## src/rtl/psum_writeback.sv

```systemverilog
// Drains completed psum rows into the DRAM-write FIFO with saturation and sequential addressing.
// Build option: define WB_RELU_EN to clamp negative psums to zero before saturation.
module psum_writeback #(
  parameter int PSUM_W   = 24,
  parameter int DATA_W   = 16,
  parameter int ROW_LEN  = 28,
  parameter int OUT_ROWS = 28,
  parameter int DRAM_AW  = 10
) (
  input  logic                      clk,
  input  logic                      rst,
  input  logic                      rowDone,
  input  logic signed [PSUM_W-1:0]  psumRdata,
  output logic                      psumRen,
  output logic [5:0]                psumRaddr,
  input  logic                      fifoAfull,
  output logic                      fifoWen,
  output logic [DATA_W+DRAM_AW-1:0] fifoWdata,
  output logic                      rowFreed,
  output logic                      frameDone,
  output logic                      busy,
  output logic                      overflow
);

  localparam int RW = (OUT_ROWS > 1) ? $clog2(OUT_ROWS) : 1;
  localparam logic [5:0]    LAST_RD  = 6'(ROW_LEN - 1);
  localparam logic [RW-1:0] LAST_ROW = RW'(OUT_ROWS - 1);
  localparam logic signed [PSUM_W-1:0] SAT_MAX = PSUM_W'((2 ** (DATA_W - 1)) - 1);
  localparam logic signed [PSUM_W-1:0] SAT_MIN = ~SAT_MAX;

  typedef enum logic [1:0] {IDLE, DRAIN, FLUSH} state_t;

  state_t               state_q, state_d;
  logic [1:0]           pend_q, pend_d;
  logic [5:0]           rd_cnt_q, rd_cnt_d;
  logic [RW-1:0]        row_cnt_q, row_cnt_d;
  logic [DRAM_AW-1:0]   waddr_q, waddr_d;
  logic                 rv_q, rv_d;
  logic                 overflow_q, overflow_d;

  logic                 start;
  logic                 rd_en;
  logic signed [PSUM_W-1:0] conv_in;
  logic [DATA_W-1:0]    sat_data;

  always_comb begin
    state_d    = state_q;
    pend_d     = pend_q;
    rd_cnt_d   = rd_cnt_q;
    row_cnt_d  = row_cnt_q;
    waddr_d    = waddr_q;
    overflow_d = overflow_q;
    rd_en      = 1'b0;
    start      = (state_q == IDLE) && (pend_q != 2'd0);

    case (state_q)
      IDLE: begin
        rd_cnt_d = '0;
        if (start) state_d = DRAIN;
      end
      DRAIN: begin
        if (!fifoAfull) begin
          rd_en    = 1'b1;
          rd_cnt_d = rd_cnt_q + 6'd1;
          if (rd_cnt_q == LAST_RD) state_d = FLUSH;
        end
      end
      FLUSH: begin
        state_d   = IDLE;
        row_cnt_d = (row_cnt_q == LAST_ROW) ? '0 : row_cnt_q + 1'b1;
      end
      default: state_d = IDLE;
    endcase

    // A rowDone coinciding with a row start cancels out; a third pending row is dropped.
    case ({rowDone, start})
      2'b10: begin
        if (pend_q == 2'd2) overflow_d = 1'b1;
        else                pend_d     = pend_q + 2'd1;
      end
      2'b01:   pend_d = pend_q - 2'd1;
      default: pend_d = pend_q;
    endcase

    rv_d = rd_en;
    if (rv_q) waddr_d = waddr_q + 1'b1;
  end

  always_comb begin
    conv_in = psumRdata;
`ifdef WB_RELU_EN
    if (conv_in[PSUM_W-1]) conv_in = '0;
`endif
    if (conv_in > SAT_MAX)      sat_data = SAT_MAX[DATA_W-1:0];
    else if (conv_in < SAT_MIN) sat_data = SAT_MIN[DATA_W-1:0];
    else                        sat_data = conv_in[DATA_W-1:0];
  end

  always_ff @(posedge clk or posedge rst) begin
    if (rst) begin
      state_q    <= IDLE;
      pend_q     <= '0;
      rd_cnt_q   <= '0;
      row_cnt_q  <= '0;
      waddr_q    <= '0;
      rv_q       <= 1'b0;
      overflow_q <= 1'b0;
    end else begin
      state_q    <= state_d;
      pend_q     <= pend_d;
      rd_cnt_q   <= rd_cnt_d;
      row_cnt_q  <= row_cnt_d;
      waddr_q    <= waddr_d;
      rv_q       <= rv_d;
      overflow_q <= overflow_d;
    end
  end

  // Read data lands one cycle after the read, so the write is formed from it directly.
  assign psumRen   = rd_en;
  assign psumRaddr = rd_cnt_q;
  assign rowFreed  = rd_en && (rd_cnt_q == LAST_RD);
  assign fifoWen   = rv_q;
  assign fifoWdata = rv_q ? {waddr_q, sat_data} : '0;
  assign frameDone = rv_q && (state_q == FLUSH) && (row_cnt_q == LAST_ROW);
  assign busy      = (state_q != IDLE);
  assign overflow  = overflow_q;

endmodule

```

## config.mk

```make
export PLATFORM = sky130hd
export DESIGN_NAME = psum_writeback
export DESIGN_NICKNAME = d
export VERILOG_FILES = /design/src/rtl/psum_writeback.sv
export SDC_FILE = /design/constraint.sdc
export NUM_CORES = 1
export LEC_CHECK = 0
export ABC_AREA = 1
export CORE_MARGIN = 3
export CORE_UTILIZATION = 43
export DETAILED_ROUTE_END_ITERATION = 10
export GPL_ROUTABILITY_DRIVEN = 0
export PLACE_DENSITY = 0.77
export SLEW_MARGIN = 5
export SYNTH_ARGS = -nofsm -noshare
export SYNTH_HDL_FRONTEND = slang
export SYNTH_SLANG_ARGS = --single-unit
```

## constraint.sdc

```tcl
create_clock -name clk -period 1.7 [get_ports clk]
set_clock_uncertainty 0.2 [all_clocks]
set_input_delay 0.255 -clock clk [delete_from_list [all_inputs] [get_ports clk]]
set_output_delay 0.255 -clock clk [all_outputs]
set_load 0.1 [all_outputs]
```

==> impl_metrics.py, run 1 <==
metrics = {
    "synthesis": {
        "synth_edf_count": 0,
        "synth.distinct_cells": 27,
        "synth-seq-area-share_pct": 41.3,
        "synth_seq_cells": 27,
        "synth_ff_type": "dfrtp_1",
        "synth_top_cell_area_share_pct": 41.3,
        "syn_nets": 258,
        "syn_inst": 227,
        "ys_top_cells_by_area": "dfrtp_1 (41%), nand2_1 (13%), inv_1 (11%), nor2_1 (5.0%), a21oi_1 (4.9%)",
        "async_flop_share_pct": 100,
        "syn_area_mm2": 0.00164,
        "avgSynthCellArea_um2": 7.22,
        "ys.warnings.count": 0,
        "synth_area_leader_cell": "dfrtp_1",
    },
    "global_routing": {
        "grt_max_degree": 28,
    },
    "status": {
        "status": "stopped before the end",
        "tool.error": "[ERROR DPL-0038] Utilization greater than 100%, impossible to legalize",
        "haltStage": "global routing (5_1_grt)",
    },
    "clock_network": {
        "cts_sinks": 27,
        "cts_buffer_depth": 2,
        "numCtsBuffers": 3,
        "htree_levels": 1,
        "ctsHoldBuffers": 0,
        "cts_root_buf": "clkbuf_8",
    },
    "die": {
        "start_util_pct": 46.9,
        "num_rows": 21,
        "die_x_um": 67.7,
        "die_h_um": 67.7,
        "pin_count": 66,
    },
    "place": {
        "port_buffers": 65,
        "placedCellCount": 350,
        "place_ws_ns": -0.463,
        "placed_cell_area_mm2": 0.00319,
        "dp_hpwl_um": 4560,
    },
    "timing": {
        "worstEpCategory": "top-level output",
        "crit_endpoint": "frameDone",
    },
}
## repair_timing
item	4_1_cts
gates cloned	1
resized for setup	30
buffers inserted	16
pin swaps	10
setup endpoints to repair	30
## cell usage after synthesis (2+ instances only)
master and instances:
dfrtp_1 27, o22ai_1 2, ha_1 3, nor2_4 2
inv_1 48, xnor2_1 5, nor2_2 2, a21oi_1 16
nand4_1 6, buf_2 2, nand3_1 12, nand3b_1 2
nand2_2 2, inv_2 3, nand2_1 56, nor2_1 22
xor2_1 3, o21ai_0 5
## metrics by stage
stage                     hold slack, ns  TNS, ns
after floorplan                    0.108    -7.76
after global placement             0.307    -6.08
after detailed placement           0.320    -6.79
after CTS                          0.170    -2.54
## cell families after synthesis
group,after synthesis,share of synthesized area (%)
xor gates and xnor gates,8,4.28
buffers and inverters,55,13.0
DFF,27,41.3
muxes,1,0.611
AOI/OAI and AO/OA,27,9.55
adders and majority gates,3,2.29
and+or+nand+nor,106,29.0
==> run 2, diff against run 1 <==
Settings changed: CORE_UTILIZATION 43 to 30, PLACE_DENSITY 0.77 to not set, PLACE_DENSITY_LB_ADDON set to 0.15.
==> impl_metrics.py, run 2 <==
metrics = {
    "clock_network": {
        "cts_buffer_depth": 2,
        "cts_tree": "done",
        "htree_levels": 1,
        "path_clk_slew_ns": 0.10,
        "cts_sinks": 27,
        "numCtsBuffers": 3,
        "ctsHoldBuffers": 0,
        "cts_root_buf": "clkbuf_8",
        "clkLatencyLatePin_ns": 0.27,
    },
    "timing": {
        "tightestPinTransition_ns": 0.339,
        "fin_ws_ns": -0.118,
        "final_max_slew_viol_count": 0,
        "hold_ws_ns": 0.124,
        "fin_crit_sh_pct": 107,
        "fin_crit_ns": 1.82,
        "fmax_mhz": 550,
        "setup_violations": 28,
        "slew_headroom_pct": 77.4,
        "rsz0062_at_grt": "true",
        "finalHoldViolCount": 0,
    },
    "final_layout": {
        "layout_common_cells": "nand2_1 (41), buf_12 (41), inv_1 (33)",
        "design_area_mm2": 0.00353,
        "antenna_cells": 0,
        "top_register": "waddr_q",
        "largest_reg_flops": 10,
        "nets": 362,
        "area.growth.synth_to_final_pct": 115,
        "fill_cells": 427,
        "layout-drive-gt1-share_pct": 46.4,
    },
    "global_routing": {
        "grt_use_total_pct": 16.0,
        "antenna_found_initial": 0,
        "first_global_vias": 1763,
        "grt_max_degree": 28,
        "grt_pass1_wl_um": 8250,
        "overflow": 0,
    },
    "synthesis": {
        "synth_ff_type": "dfrtp_1",
        "synth_most_common_cell": "nand2_1",
        "avgSynthCellArea_um2": 7.22,
        "synth_commonest_cells": "nand2_1 (56), inv_1 (48), dfrtp_1 (27)",
        "ys_top_cells_by_area": "dfrtp_1 (41%), nand2_1 (13%), inv_1 (11%), nor2_1 (5.0%), a21oi_1 (4.9%)",
        "synth_compound_area_share_pct": 9.55,
        "synth_area_leader_cell": "dfrtp_1",
        "synth-seq-area-share_pct": 41.3,
        "synth-simple-area-share_pct": 29.0,
        "synth_top_cell_area_share_pct": 41.3,
        "syn_nets": 258,
        "async_flop_share_pct": 100,
        "syn_inst": 227,
        "synth_seq_cells": 27,
        "synth_top_family_by_area": "simple AND/OR/NAND/NOR gates",
        "synth_fa_ha_area_share_pct": 2.29,
        "synth.distinct_cells": 27,
        "syn_area_mm2": 0.00164,
        "synth-xor-area-share_pct": 4.28,
        "ys.warnings.count": 0,
        "synth_edf_count": 0,
        "synth_mux_area_share_pct": 0.611,
    },
    "die": {
        "start_util_pct": 31.5,
        "die_x_um": 79.9,
        "num_rows": 26,
        "die_area_mm2": 0.00638,
        "pin_count": 66,
        "die_h_um": 79.9,
        "core-area_mm2": 0.00520,
    },
    "route": {
        "first_pass_iters": 4,
        "wl_per_cell_um": 12.2,
        "postRouteAntennaNets": 0,
        "vias_per_cell": 4.47,
        "drc": 0,
        "routed_wl_um": 4870,
        "vias": 1789,
        "first_iter_violations": 45,
    },
    "setup_path": {
        "required_ns": 1.24,
        "crit_path_end_kind": "primary output",
        "cp_max_fo": 8,
        "cp-start-kind": "register",
        "critPathKind": "reg2out",
        "critPathArrivalTime_ns": 1.36,
    },
    "power": {
        "cellLeakagePower_nw": 1.60,
        "power.density_mw_per_mm2": 1160,
        "vdd_ir_drop_max_mv": 0.756,
    },
    "job": {
        "maxCapViolCount": 0,
    },
    "status": {
        "violations": "setup timing",
        "status": "finished, violations left",
    },
    "place": {
        "place_ws_ns": -0.435,
        "placed_cell_area_mm2": 0.00323,
        "dp_hpwl_um": 3760,
        "port_buffers": 65,
    },
    "hold_path": {
        "hold_path.class": "in2async",
    },
}
-- run 2: path summary, 6_finish.rpt --
check / slack (ns) / from / cells after the start / endpoint
min in group clk: 0.33 / waddr_q[9] / 1 / waddr_q[9]
worst max-delay path: -0.12 / fifoWen / 4 / fifoWdata[9]
worst min-delay path: 0.12 / rst / 3 / row_cnt_q[0]
worst max register to register: 0.09 / fifoWen / 7 / waddr_q[3]
max in group asynchronous: 0.89 / rst / 3 / psumRaddr[1]
worst min register to register: 0.33 / waddr_q[9] / 1 / waddr_q[9]
-- run 2: worst max-delay path, stage by stage, from the launching register on --
cell	delay, ns
dfrtp_4	0.49
buf_12	0.12
nand2_8	0.10
a21oi_4	0.18
buf_12	0.19
-- run 2: final cells by class --
class,instances,area [µm²],area share [%]
inverters,51,233,6.60
multi-input cells,146,1100,31.1
well taps,70,87.6,2.48
flip-flops and latches,27,692,19.6
clock inverters,1,8.76,0.248
clock buffers,3,41.3,1.17
repair buffers,102,1370,38.7
-- run 2: power by group --
group | internal (W) | switching (W) | total (W) | leakage (nW)
clock network | 0.000172 | 0.000210 | 0.000382 | 0.0261
registers | 0.000813 | 0.000205 | 0.00102 | 0.336
logic | 0.00103 | 0.00165 | 0.00268 | 1.24
-- run 2: layer usage --
metal | up-vias | part of all wire [%] | global-route usage [%]
met5 | - | 0 | 0
met3 | 2 | 4.5 | 2.48
met4 | 0 | 0.16 | 2.53
met2 | 44 | 52 | 28.6
met1 | 837 | 43 | 20.5
li1 | 906 | - | -
-- run 2: what timing repair did --
action | 4_1_cts | 5_1_grt
gates resized for setup | 24 | 18
setup endpoints to repair | 30 | 30
pin swaps | 14 | 12
setup buffers | 13 | 6
cloned | 2 | 0
-- run 2: kinds of logic after synthesis --
kind of cell	after synthesis
AO/OA/AOI/OAI	27
XOR/XNOR	8
adder cells (fa/ha/maj)	3
AND/OR/NAND/NOR	106
multiplexers	1
flip-flops	27
buffers and inverters	55
-- run 2: stage by stage --
| stage | util [%] | total power (W) | setup TNS (ns) | cells |
|---|---|---|---|---|
| after floorplan | - | 0.00265 | -7.76 | 227 |
| final | 67.8 | 0.00408 | -2.21 | 400 |
| after detailed placement | 62.0 | 0.00356 | -6.33 | 375 |
| after global placement | 62.0 | 0.00351 | -6.34 | 375 |
| after CTS | 66.6 | 0.00405 | -2.53 | 394 |
| after global routing | 67.8 | 0.00428 | -3.70 | 400 |
Note: power is estimated with default switching activity, not from simulation.
==> run 3, diff against run 2 <==
Settings changed: CAP_MARGIN set to 5, CORE_MARGIN 3 to 2, GPL_ROUTABILITY_DRIVEN 0 to not set.
==> impl_metrics.py, run 3 (same netlist as run 2, synthesis figures left out) <==
metrics = {
    "route": {
        "routed_wl_um": 4720,
        "postRouteAntennaNets": 0,
        "vias": 1754,
        "wl_per_cell_um": 11.9,
        "first_iter_violations": 77,
        "drc": 0,
        "vias_per_cell": 4.44,
        "first_pass_iters": 4,
    },
    "timing": {
        "finalHoldViolCount": 0,
        "tightestPinTransition_ns": 0.355,
        "slew_headroom_pct": 76.3,
        "fin_ws_ns": -0.113,
        "hold_ws_ns": 0.142,
        "rsz0062_at_grt": "true",
        "final_max_slew_viol_count": 0,
        "setup_violations": 29,
        "fin_crit_sh_pct": 107,
        "fmax_mhz": 552,
        "fin_crit_ns": 1.81,
        "setup-tns-final_ns": -2.03,
    },
    "global_routing": {
        "grt_max_degree": 28,
        "antenna_found_initial": 0,
        "overflow": 0,
        "grt_pass1_wl_um": 8290,
        "grt_use_total_pct": 16.7,
        "first_global_vias": 1844,
    },
    "die": {
        "die_x_um": 77.9,
        "die_h_um": 77.9,
        "pin_count": 66,
        "die_area_mm2": 0.00607,
        "num_rows": 26,
        "core-area_mm2": 0.00517,
        "start_util_pct": 31.7,
    },
    "setup_path": {
        "cp_cell_sequence": "buf_12 -> nand2_8 -> a21oi_4 -> buf_12",
        "max_stage_delay_ns": 0.48,
        "cp-start-kind": "register",
        "required_ns": 1.24,
        "critPathArrivalTime_ns": 1.36,
        "critPathMostFrequentCell": "buf_12",
        "cp_max_fo": 8,
        "crit_path_end_kind": "primary output",
        "slowest_stage": "dfrtp_4",
        "critPathKind": "reg2out",
    },
    "final_layout": {
        "nets": 357,
        "layout_common_cells": "nand2_1 (42), buf_12 (40), inv_1 (34)",
        "area.growth.synth_to_final_pct": 113,
        "top_register": "waddr_q",
        "layout-drive-gt1-share_pct": 43.7,
        "design_area_mm2": 0.00348,
        "layout_commonest_cell": "nand2_1",
        "antenna_cells": 0,
        "largest_reg_flops": 10,
        "fill_cells": 411,
    },
    "power": {
        "vdd_ir_drop_max_mv": 0.769,
        "power.density_mw_per_mm2": 1150,
        "cellLeakagePower_nw": 1.58,
    },
    "clock_network": {
        "htree_levels": 1,
        "cts_sinks": 27,
        "clkLatencyLatePin_ns": 0.27,
        "cts_root_buf": "clkbuf_8",
        "cts_buffer_depth": 2,
        "path_clk_slew_ns": 0.09,
        "numCtsBuffers": 3,
        "cts_tree": "done",
    },
    "place": {
        "place.gp.congestion": 0.836,
        "placed_cell_area_mm2": 0.00323,
        "dp_hpwl_um": 3640,
        "port_buffers": 65,
    },
    "hold_path": {
        "hold_path.class": "in2async",
    },
    "status": {
        "violations": "setup timing",
        "status": "finished, violations left",
    },
    "job": {
        "maxCapViolCount": 0,
    },
}
-- run 3: timing repair --
action / in CTS / in global routing
hold buffers: 0 / 0
gates resized for setup: 20 / 14
gates cloned: 1 / 1
endpoints found under the setup margin: 31 / 31
setup buffers: 9 / 3
pin swaps: 9 / 9
-- run 3: worst paths after layout --
kind	endpoint	slack, ns	start	cells past startpoint
worst max register to register	waddr_q[8]	0.20	fifoWen	5
max in group asynchronous	fifoWen	0.87	rst	3
worst max-delay path	fifoWdata[11]	-0.11	fifoWen	4
worst min register to register	waddr_q[9]	0.33	waddr_q[9]	1
min in group clk	waddr_q[9]	0.33	waddr_q[9]	1
worst min-delay path	row_cnt_q[3]	0.14	rst	3
-- run 3: worst max-delay path, delay by kind of cell (launching register included) --
family,cells,cell delay [ns]
buffers and inverters,2,0.33
AO/OA/AOI/OAI,1,0.17
flip-flops,1,0.48
AND/OR/NAND/NOR,1,0.11
-- run 3: routing by layer --
layer | part of all wire [%] | global-route usage (%)
met3 | 5.5 | 2.67
met2 | 50 | 29.7
met4 | 0.32 | 3.21
met1 | 44 | 21.3
met5 | 0 | 0
-- run 3: final cells by class --
cell class,instances,area [µm²],share of cell area [%]
Timing Repair Buffer,97,1340,38.5
Clock inverter,1,5.00,0.144
Multi-Input combinational cell,146,1080,31.1
Tap cell,70,87.6,2.52
Sequential cell,27,692,19.9
Inverter,51,233,6.69
Clock buffer,3,41.3,1.19
-- run 3: metrics by stage --
step                      setup WS, ns  utilization, %  std cells  total power (W)
after global routing            -0.180            67.3        395          0.00423
after detailed placement        -0.447            62.5        377          0.00355
final                           -0.113            67.3        395          0.00401
after global placement          -0.423            62.5        377          0.00351
after floorplan                 -0.536               -        227          0.00265
after CTS                       -0.116            65.8        391          0.00401
-- run 3: where the power goes --
part           leakage (nW)  internal, W  switching [W]  total (W)
clock                0.0255     0.000164       0.000204   0.000369
combinational          1.22     0.000998        0.00161    0.00261
sequential            0.336     0.000813       0.000220    0.00103
total                  1.58      0.00198        0.00203    0.00401
